$ cat src/rtl/pipe_stage_if.sv
// Handshake bundle for pipe_stage: upstream valid/ready/data, downstream valid/ready/data,
// flush, occupancy and a debug view of the stage state.
interface pipe_stage_if #(
    parameter int WIDTH = 32
);
    logic             flush;
    logic             in_valid;
    logic             in_ready;
    logic [WIDTH-1:0] in_data;
    logic             out_valid;
    logic             out_ready;
    logic [WIDTH-1:0] out_data;
    logic [1:0]       occupancy;
    logic [1:0]       state_dbg;

    modport master (
        output flush, in_valid, in_data, out_ready,
        input  in_ready, out_valid, out_data, occupancy, state_dbg
    );

    modport slave (
        input  flush, in_valid, in_data, out_ready,
        output in_ready, out_valid, out_data, occupancy, state_dbg
    );
endinterface

$ cat src/rtl/pipe_stage.sv
// Single pipeline stage: a 2-entry skid buffer with registered in_ready (SKID=1)
// or a 1-entry register slice with combinational in_ready (SKID=0).
module pipe_stage #(
    parameter int               WIDTH  = 32,
    parameter logic [WIDTH-1:0] BUBBLE = '0,
    parameter bit               SKID   = 1'b1
) (
    input logic        clk,
    input logic        rst,
    pipe_stage_if.slave bus
);

    // Handshake: a transfer happens on a port exactly when its valid and ready are both 1 at a
    // rising clk edge; valid never depends on ready, and flush forces in_ready low that cycle.

    typedef enum logic [1:0] {
        ST_EMPTY = 2'd0,
        ST_ONE   = 2'd1,
        ST_TWO   = 2'd2
    } state_e;

    logic             flush;
    logic             in_valid;
    logic             out_ready;
    logic [WIDTH-1:0] in_data;
    logic             acc;
    logic             dep;

    assign flush     = bus.flush;
    assign in_valid  = bus.in_valid;
    assign out_ready = bus.out_ready;
    assign in_data   = bus.in_data;
    assign acc       = in_valid & bus.in_ready;
    assign dep       = bus.out_valid & out_ready;

    if (SKID) begin : g_skid
        state_e           state_q, state_d;
        logic [WIDTH-1:0] main_q, main_d;
        logic [WIDTH-1:0] skid_q, skid_d;
        logic             main_en;
        logic             skid_en;
        logic             rdy_q;

        always_comb begin
            state_d = state_q;
            main_en = 1'b0;
            skid_en = 1'b0;
            main_d  = (state_q == ST_TWO) ? skid_q : in_data;
            skid_d  = in_data;
            case (state_q)
                ST_EMPTY: begin
                    if (acc) begin
                        state_d = ST_ONE;
                        main_en = 1'b1;
                    end
                end
                ST_ONE: begin
                    if (acc && dep) begin
                        main_en = 1'b1;
                    end else if (acc) begin
                        state_d = ST_TWO;
                        skid_en = 1'b1;
                    end else if (dep) begin
                        state_d = ST_EMPTY;
                    end
                end
                ST_TWO: begin
                    if (dep) begin
                        state_d = ST_ONE;
                        main_en = 1'b1;
                    end
                end
                default: state_d = ST_EMPTY;
            endcase
            // Flush wins over everything; a departure in the same cycle still happened downstream.
            if (flush) begin
                state_d = ST_EMPTY;
                main_en = 1'b0;
                skid_en = 1'b0;
            end
        end

        always_ff @(posedge clk or posedge rst) begin
            if (rst) begin
                state_q <= ST_EMPTY;
                rdy_q   <= 1'b0;
            end else begin
                state_q <= state_d;
                rdy_q   <= (state_d != ST_TWO);
            end
        end

        always_ff @(posedge clk or posedge rst) begin
            if (rst) begin
                main_q <= '0;
                skid_q <= '0;
            end else begin
                if (main_en) main_q <= main_d;
                if (skid_en) skid_q <= skid_d;
            end
        end

        // rdy_q is low during reset, so no extra reset gating is needed here.
        assign bus.in_ready  = rdy_q & ~flush;
        assign bus.out_valid = (state_q != ST_EMPTY);
        assign bus.out_data  = (state_q != ST_EMPTY) ? main_q : BUBBLE;
        assign bus.occupancy = state_q;
        assign bus.state_dbg = state_q;
    end else begin : g_slice
        logic             valid_q, valid_d;
        logic [WIDTH-1:0] data_q;

        always_comb begin
            valid_d = valid_q;
            if (flush)    valid_d = 1'b0;
            else if (acc) valid_d = 1'b1;
            else if (dep) valid_d = 1'b0;
        end

        always_ff @(posedge clk or posedge rst) begin
            if (rst) begin
                valid_q <= 1'b0;
                data_q  <= '0;
            end else begin
                valid_q <= valid_d;
                if (acc) data_q <= in_data;
            end
        end

        assign bus.in_ready  = ~rst & ~flush & (out_ready | ~valid_q);
        assign bus.out_valid = valid_q;
        assign bus.out_data  = valid_q ? data_q : BUBBLE;
        assign bus.occupancy = {1'b0, valid_q};
        assign bus.state_dbg = valid_q ? ST_ONE : ST_EMPTY;
    end

endmodule

$ cat src/flat_wrapper.sv
// flat-port wrapper written by rule: the top's interface ports become plain ports
module pipe_stage_flat 
#(
    parameter int               WIDTH  = 32,
    parameter logic [WIDTH-1:0] BUBBLE = '0,
    parameter bit               SKID   = 1'b1
)
  (clk, rst, bus_flush, bus_in_valid, bus_in_data, bus_out_ready, bus_in_ready, bus_out_valid, bus_out_data, bus_occupancy, bus_state_dbg);
  pipe_stage_if #(.WIDTH(WIDTH)) bus_i ();
  input logic clk;
  input logic rst;
  input wire logic [$bits(bus_i.flush)-1:0] bus_flush;
  input wire logic [$bits(bus_i.in_valid)-1:0] bus_in_valid;
  input wire logic [$bits(bus_i.in_data)-1:0] bus_in_data;
  input wire logic [$bits(bus_i.out_ready)-1:0] bus_out_ready;
  output wire logic [$bits(bus_i.in_ready)-1:0] bus_in_ready;
  output wire logic [$bits(bus_i.out_valid)-1:0] bus_out_valid;
  output wire logic [$bits(bus_i.out_data)-1:0] bus_out_data;
  output wire logic [$bits(bus_i.occupancy)-1:0] bus_occupancy;
  output wire logic [$bits(bus_i.state_dbg)-1:0] bus_state_dbg;
  assign bus_i.flush = bus_flush;
  assign bus_i.in_valid = bus_in_valid;
  assign bus_i.in_data = bus_in_data;
  assign bus_i.out_ready = bus_out_ready;
  assign bus_in_ready = bus_i.in_ready;
  assign bus_out_valid = bus_i.out_valid;
  assign bus_out_data = bus_i.out_data;
  assign bus_occupancy = bus_i.occupancy;
  assign bus_state_dbg = bus_i.state_dbg;
  pipe_stage #(.WIDTH(WIDTH), .BUBBLE(BUBBLE), .SKID(SKID)) u_core (.clk(clk), .rst(rst), .bus(bus_i));
endmodule
$ cat config.mk
export PLATFORM = sky130hd
export DESIGN_NAME = pipe_stage_flat
export DESIGN_NICKNAME = d
export VERILOG_FILES = /design/src/rtl/pipe_stage_if.sv /design/src/rtl/pipe_stage.sv /design/src/flat_wrapper.sv
export SDC_FILE = /design/constraint.sdc
export NUM_CORES = 1
export LEC_CHECK = 0
export ABC_AREA = 1
export BUFFER_PORTS_ARGS = -buffer_cell sky130_fd_sc_hd__buf_2
export CAP_MARGIN = 5
export CELL_PAD_IN_SITES_DETAIL_PLACEMENT = 1
export CELL_PAD_IN_SITES_GLOBAL_PLACEMENT = 2
export CORE_UTILIZATION = 32
export CTS_CLUSTER_SIZE = 14
export DETAILED_ROUTE_END_ITERATION = 12
export HOLD_SLACK_MARGIN = 0.06
export PLACE_DENSITY = 0.95
export SYNTH_ARGS = -nofsm -noshare
export SYNTH_HDL_FRONTEND = slang
export SYNTH_SLANG_ARGS = --single-unit
$ cat constraint.sdc
create_clock -name clk -period 6.2 [get_ports clk]
set_input_delay 0.93 -clock clk [delete_from_list [all_inputs] [get_ports clk]]
set_output_delay 0.93 -clock clk [all_outputs]
set_load 0.02 [all_outputs]
# After elaboration in Yosys (flattened, before gate mapping)
# Cells that the tools add are included.
# totals
out_inout_bits	38
register_bits	67
elab_cells	31
# op_classes
eq_ne	3
n_mux	17
bitwise	4
n_reduce_logical	3
# op_table
op	n
$mux W32	2
$mux W2	6
$mux W1	7
$pmux W2 S3	1
$and A1 B1 Y1	3
$pmux W1 S3	1
$eq A2 B1 Y1 const B	1
$eq A2 B2 Y1 const B	1
$logic_not A2 Y1	1
$ne A2 B2 Y1 const B	1
$reduce_bool A2 Y1	1
$logic_and A1 B1 Y1	1
$not A1 Y1	1

# Depth between registers and ports, before layout
# logic_depth
depth_word	8
depth_mapped	8
ltp_nobuf	7

# Worst setup path before layout
# Ideal clock, no wire load.
# synth_timing
path_type	in2out
from	in bus_flush
to	out bus_in_ready
stages	1
path_buffers	0
t_arrival_ns	1.252
slack_ns	4.018
required_time_ns	5.270
path_cell_list	nor2_1
# synth_between
elab_chain_len	2
# synth_rtl
element	line	rtl
from (decl)	flat_wrapper.sv:12	input wire logic [$bits(bus_i.flush)-1:0] bus_flush;
$not A1 Y1	pipe_stage.sv:104	assign bus.in_ready = rdy_q & ~flush;
$and A1 B1 Y1	pipe_stage.sv:104	
to (decl)	flat_wrapper.sv:16	output wire logic [$bits(bus_i.in_ready)-1:0] bus_in_ready;
# Every way passes these cells.

# Final worst setup path
# layout_timing
from	in bus_flush
to	reg u_core.g_skid.rdy_q
# layout_between
elab_chain_len	8
word_cells_on_any_way	10
# layout_rtl
element	line	rtl
$not A1 Y1	pipe_stage.sv:104	
$and A1 B1 Y1	pipe_stage.sv:104	
$and A1 B1 Y1	pipe_stage.sv:33	assign acc = in_valid & bus.in_ready;
$mux W2 or $logic_and A1 B1 Y1 (tied branches)	pipe_stage.sv:60, pipe_stage.sv:58	
$mux W2	pipe_stage.sv:58	if (acc && dep) begin
$pmux W2 S3	pipe_stage.sv:50	case (state_q)
$mux W2 (*)	pipe_stage.sv:76	if (flush) begin
net u_core.g_skid.state_d[1]	pipe_stage.sv:37	state_e state_q, state_d;
$ne A2 B2 Y1 (*)	pipe_stage.sv:89	rdy_q <= (state_d != ST_TWO);
to (signal assigned)	pipe_stage.sv:89	
to (decl)	pipe_stage.sv:42	logic rdy_q;
# Mark *: on every way through the listed nets, which the timed path passes. The rest lies on a longest branch.
# A chain may end at the register's enable or synchronous reset.

==> impl_table.tex <==
\begin{tabular}{lr}
\hline
Metric & Value \\
\hline
\multicolumn{2}{l}{\textbf{Critical path}} \\
\quad Buffers plus inverters on the worst setup path & 3 \\
\quad Minimum setup slack among reg-to-reg paths & around 2.7 ns \\
\quad Delay of the slowest critical-path stage & around 1.2 ns \\
\quad Cell family with the largest share of critical-path delay & simple AND/OR/NAND/NOR gates \\
\quad Category of the most critical setup path & primary input to register \\
\quad Data arrival time of the worst path & 3.83 ns \\
\quad Cells along the critical path & buf\_2, nor2\_1, nand2\_1, inv\_1, nand3\_1, o21ai\_1, inv\_1 \\
\quad Startpoint type of the worst setup path & primary input \\
\quad Endpoint kind of the worst setup timing path & register \\
\quad R2r endpoint & u\_core.g\_skid.rdy\_q\$\_DFF\_PP0\_ \\
\quad Most repeated library cell on the critical path & sky130\_fd\_sc\_hd\_\_inv\_1 \\
\quad Number of cells traversed by the worst register-to-register path & 6 \\
\quad Crit path max-delay cell type & sky130\_fd\_sc\_hd\_\_nand3\_1 \\
\quad Required @ worst endpoint & between 6 and 7 ns \\
\quad Largest driver fanout on the critical path & 33 \\
\quad Startpoint of the worst-slack reg-to-reg timing path & u\_core.bus.occupancy[1]\$\_DFF\_PP0\_ \\
\multicolumn{2}{l}{\textbf{Synthesis}} \\
\quad Post-synthesis cell type count & 14 \\
\quad Number of warnings issued by yosys & 0 \\
\quad Sequential cell area fraction in the yosys report & 49.6\% \\
\quad Mean cell area of the mapped netlist & $\sim$7 um2 \\
\quad Post-synthesis instance area & 3380 um2 \\
\quad Post-Synthesis Net Count & 515 \\
\quad Yosys reg bits & 67 \\
\quad Count of mapped cells out of synthesis & roughly 480 \\
\multicolumn{2}{l}{\textbf{Timing}} \\
\quad Worst clock skew on the final layout & between 0.005 and 0.006 ns \\
\quad Relative max-transition margin & between 10\% and 20\% \\
\quad Shortest clock period the worst path allows after layout & 3.61 ns \\
\quad Setup Viol. Count Final & 0 \\
\quad RSZ-0062 raised after global routing & false \\
\quad Period Utilization, post-route & 58.2\% \\
\quad Final-report hold violation count & 0 \\
\quad Max Freq & 0.277 GHz \\
\quad Final sum of negative setup slack & 0 ns \\
\quad Max-slew violations & 0 \\
\quad Worst slew pin tran & 1.30 ns \\
\multicolumn{2}{l}{\textbf{Route}} \\
\quad Vias & around 3.2k \\
\quad Final WL & 9450 um \\
\quad Remaining number of nets flagged by the antenna check after routing & 0 \\
\quad Via density & roughly 4.8 \\
\quad DRC violations left & 2 \\
\quad DR WL/cell & about 14 um \\
\quad Starting DRT DRC Count & between 150 and 200 \\
\quad Router iterations before antenna repair & 8 \\
\multicolumn{2}{l}{\textbf{CTS}} \\
\quad Total number of clock tree sinks & 67 \\
\quad Clock transition at the registers of the reported paths & approximately 0.070 ns \\
\quad CTS tree & yes \\
\quad Maximum root-to-sink buffer count & 2 \\
\quad CTS hold repair buffers & 0 \\
\quad Number of setup buffers added after CTS & 0 \\
\quad Clock latency on the worst-skew pair & 0.34 ns \\
\quad Cts repair resizes & 0 \\
\quad Root Driver & sky130\_fd\_sc\_hd\_\_clkbuf\_8 \\
\quad Max H-tree Level & 3 \\
\quad Inserted Clock Buffers & 9 \\
\multicolumn{2}{l}{\textbf{Global route}} \\
\quad Via count of the first global-routing pass & between 3k and 4k \\
\quad Global-route wire length before repair & between 15000 and 20000 um \\
\quad Number of antenna violations at the first check in global routing & 0 \\
\quad Maximum number of pins on one net before global-route repair & 68 \\
\quad Total Routing Usage GR & about a fifth \\
\quad Global route total overflow & 0 \\
\multicolumn{2}{l}{\textbf{Layout}} \\
\quad Final cell count without fillers & between 600 and 700 \\
\quad Area overhead of the layout relative to synthesis & 18.1\% \\
\quad Total inserted antenna cells & 0 \\
\quad Proportion of layout cells with a drive suffix above 1 & a little under a fifth \\
\quad Net count reported at finish & between 500 and 600 \\
\quad Fillers & between 1k and 1.5k \\
\multicolumn{2}{l}{\textbf{Floorplanning}} \\
\quad Standard-cell row count & 37 \\
\quad Die Area & roughly 11000 um2 \\
\quad Core Area & a little over 10000 um2 \\
\quad X dimension of the die & 105 um \\
\quad Overall die height & between 100 and 150 um \\
\quad Effective utilization at floorplan & between 30\% and 40\% \\
\quad Number of ports placed on the die boundary & 75 \\
\multicolumn{2}{l}{\textbf{Min path}} \\
\quad Start point of the worst hold path & u\_core.g\_skid.main\_q[28]\$\_DFFE\_PP0P\_ \\
\quad Cell count of the worst hold path & 2 \\
\quad Worst min path class & register to register \\
\quad Endpoint, Worst Hold & u\_core.g\_skid.main\_q[28]\$\_DFFE\_PP0P\_ \\
\multicolumn{2}{l}{\textbf{Power}} \\
\quad Overall power after layout & around 1.4 mW \\
\quad Total power density per cell area & about 350 nW/um2 \\
\quad Worst IR drop on VDD & $\sim$130 uV \\
\quad Lkg Pwr & approximately 2.4 nW \\
\multicolumn{2}{l}{\textbf{Place}} \\
\quad Routability congestion estimate & about 0.77 \\
\quad Number of input and output port buffers inserted & 74 \\
\quad Placed instance count & 660 \\
\quad Post-detailed-placement half-perimeter wirelength & approximately 6000 um \\
\multicolumn{2}{l}{\textbf{Outcome}} \\
\quad Outcome & finished, violations left \\
\quad Failing checks & DRC \\
\multicolumn{2}{l}{\textbf{Run}} \\
\quad Count of maximum capacitance violations & 0 \\
\hline
\end{tabular}
[worst reg2reg max path: cells and delay by family (launching register included)]
family | cells | cell delay [ns]
AOI/OAI and AO/OA | 1 | 0.46
buffers and inverters | 2 | 0.20
DFF | 1 | 0.52
and+or+nand+nor | 3 | 2.23
[through the flow]
| step | hold WS, ns | setup WS, ns | utilization, % | instance area (um2) |
|---|---|---|---|---|
| finish | 0.470 | 2.59 | 38.8 | 3990 |
| global route | 0.494 | 2.26 | 38.8 | 3990 |
| CTS | 0.478 | 2.56 | 38.8 | 3990 |
| detailed placement | 0.461 | 2.22 | 37.1 | 3810 |
| global placement | 0.454 | 2.42 | 37.1 | 3810 |
| floorplan | 0.442 | 3.59 | - | 3380 |
[metal layers]
layer	wire [um]	GRT usage [%]	up-vias
met5	0	0	-
met4	115	6.04	0
met3	383	2.68	11
met2	4500	31.8	81
met1	4460	24.2	1554
li1	-	-	1590
[cell families after synthesis]
| group | Yosys count | share of synthesized area [%] |
|---|---|---|
| DFF | 67 | 49.6 |
| buffers and inverters | 72 | 8.77 |
| and+or+nand+nor | 337 | 41.3 |
| AOI/OAI and AO/OA | 2 | 0.296 |
[cell usage in the layout, fill, tap and decap left out, drive strengths merged]
cell / instances
nand4: 34
clkinv: 2
dfrtp: 67
buf: 78
o21ai: 2
nand2: 233
inv: 40
clkbuf: 13
nand3: 33
nor2: 37
[report_power, final]
part | total [mW] | internal (mW) | leakage, nW | switching [mW]
Clock | 0.340 | 0.175 | 0.0953 | 0.165
Sequential | 0.699 | 0.606 | 0.842 | 0.0927
Combinational | 0.374 | 0.125 | 1.42 | 0.249
Total | 1.41 | 0.906 | 2.35 | 0.507
[worst max-delay path by stage]
stage	from	endpoint	slack, ns	depth (start not counted)
CTS	bus_flush	u_core.g_skid.rdy_q$_DFF_PP0_	2.56	7
floorplan	rst	u_core.bus.occupancy[0]$_DFF_PP0_	3.59	1
global route	bus_flush	u_core.g_skid.rdy_q$_DFF_PP0_	2.26	7
global placement	bus_flush	u_core.g_skid.rdy_q$_DFF_PP0_	2.42	7
finish	bus_flush	u_core.g_skid.rdy_q$_DFF_PP0_	2.59	7
detailed placement	bus_flush	u_core.g_skid.rdy_q$_DFF_PP0_	2.22	7
[area by class of cell]
type                    instances  area [um2]  share of cell area, %
repair buffers                 78         400                   10.0
multi-input cells             339        1410                   35.4
well taps                     136         170                   4.26
inverters                      40         150                   3.76
flip-flops and latches         67        1680                   42.0
clock buffers                  13         169                   4.23
clock inverters                 2        10.0                  0.251
[sequential cells by signal, indices dropped and copies added, names as in the netlist]
signal                flops
u_core.g_skid.rdy_q       1
u_core.g_skid.skid_q     32
u_core.g_skid.main_q     32
u_core.bus.occupancy      2
[synth_stat cells]
cell type / instances / share of area [%]
sky130_fd_sc_hd__nand3_1: 33 / 4.9
sky130_fd_sc_hd__nor2_1: 35 / 3.9
sky130_fd_sc_hd__nand2_1: 233 / 26
sky130_fd_sc_hd__inv_1: 37 / 4.1
sky130_fd_sc_hd__buf_1: 1 / 0.11
sky130_fd_sc_hd__nor2_2: 2 / 0.37
sky130_fd_sc_hd__clkbuf_1: 14 / 1.6
sky130_fd_sc_hd__nand4_1: 34 / 6.3
sky130_fd_sc_hd__dfrtp_1: 67 / 50
sky130_fd_sc_hd__o21ai_1: 1 / 0.15
sky130_fd_sc_hd__o21ai_0: 1 / 0.15
sky130_fd_sc_hd__buf_4: 2 / 0.44
sky130_fd_sc_hd__inv_2: 3 / 0.33
sky130_fd_sc_hd__buf_2: 15 / 2.2
(Power assumes the default switching activity.)
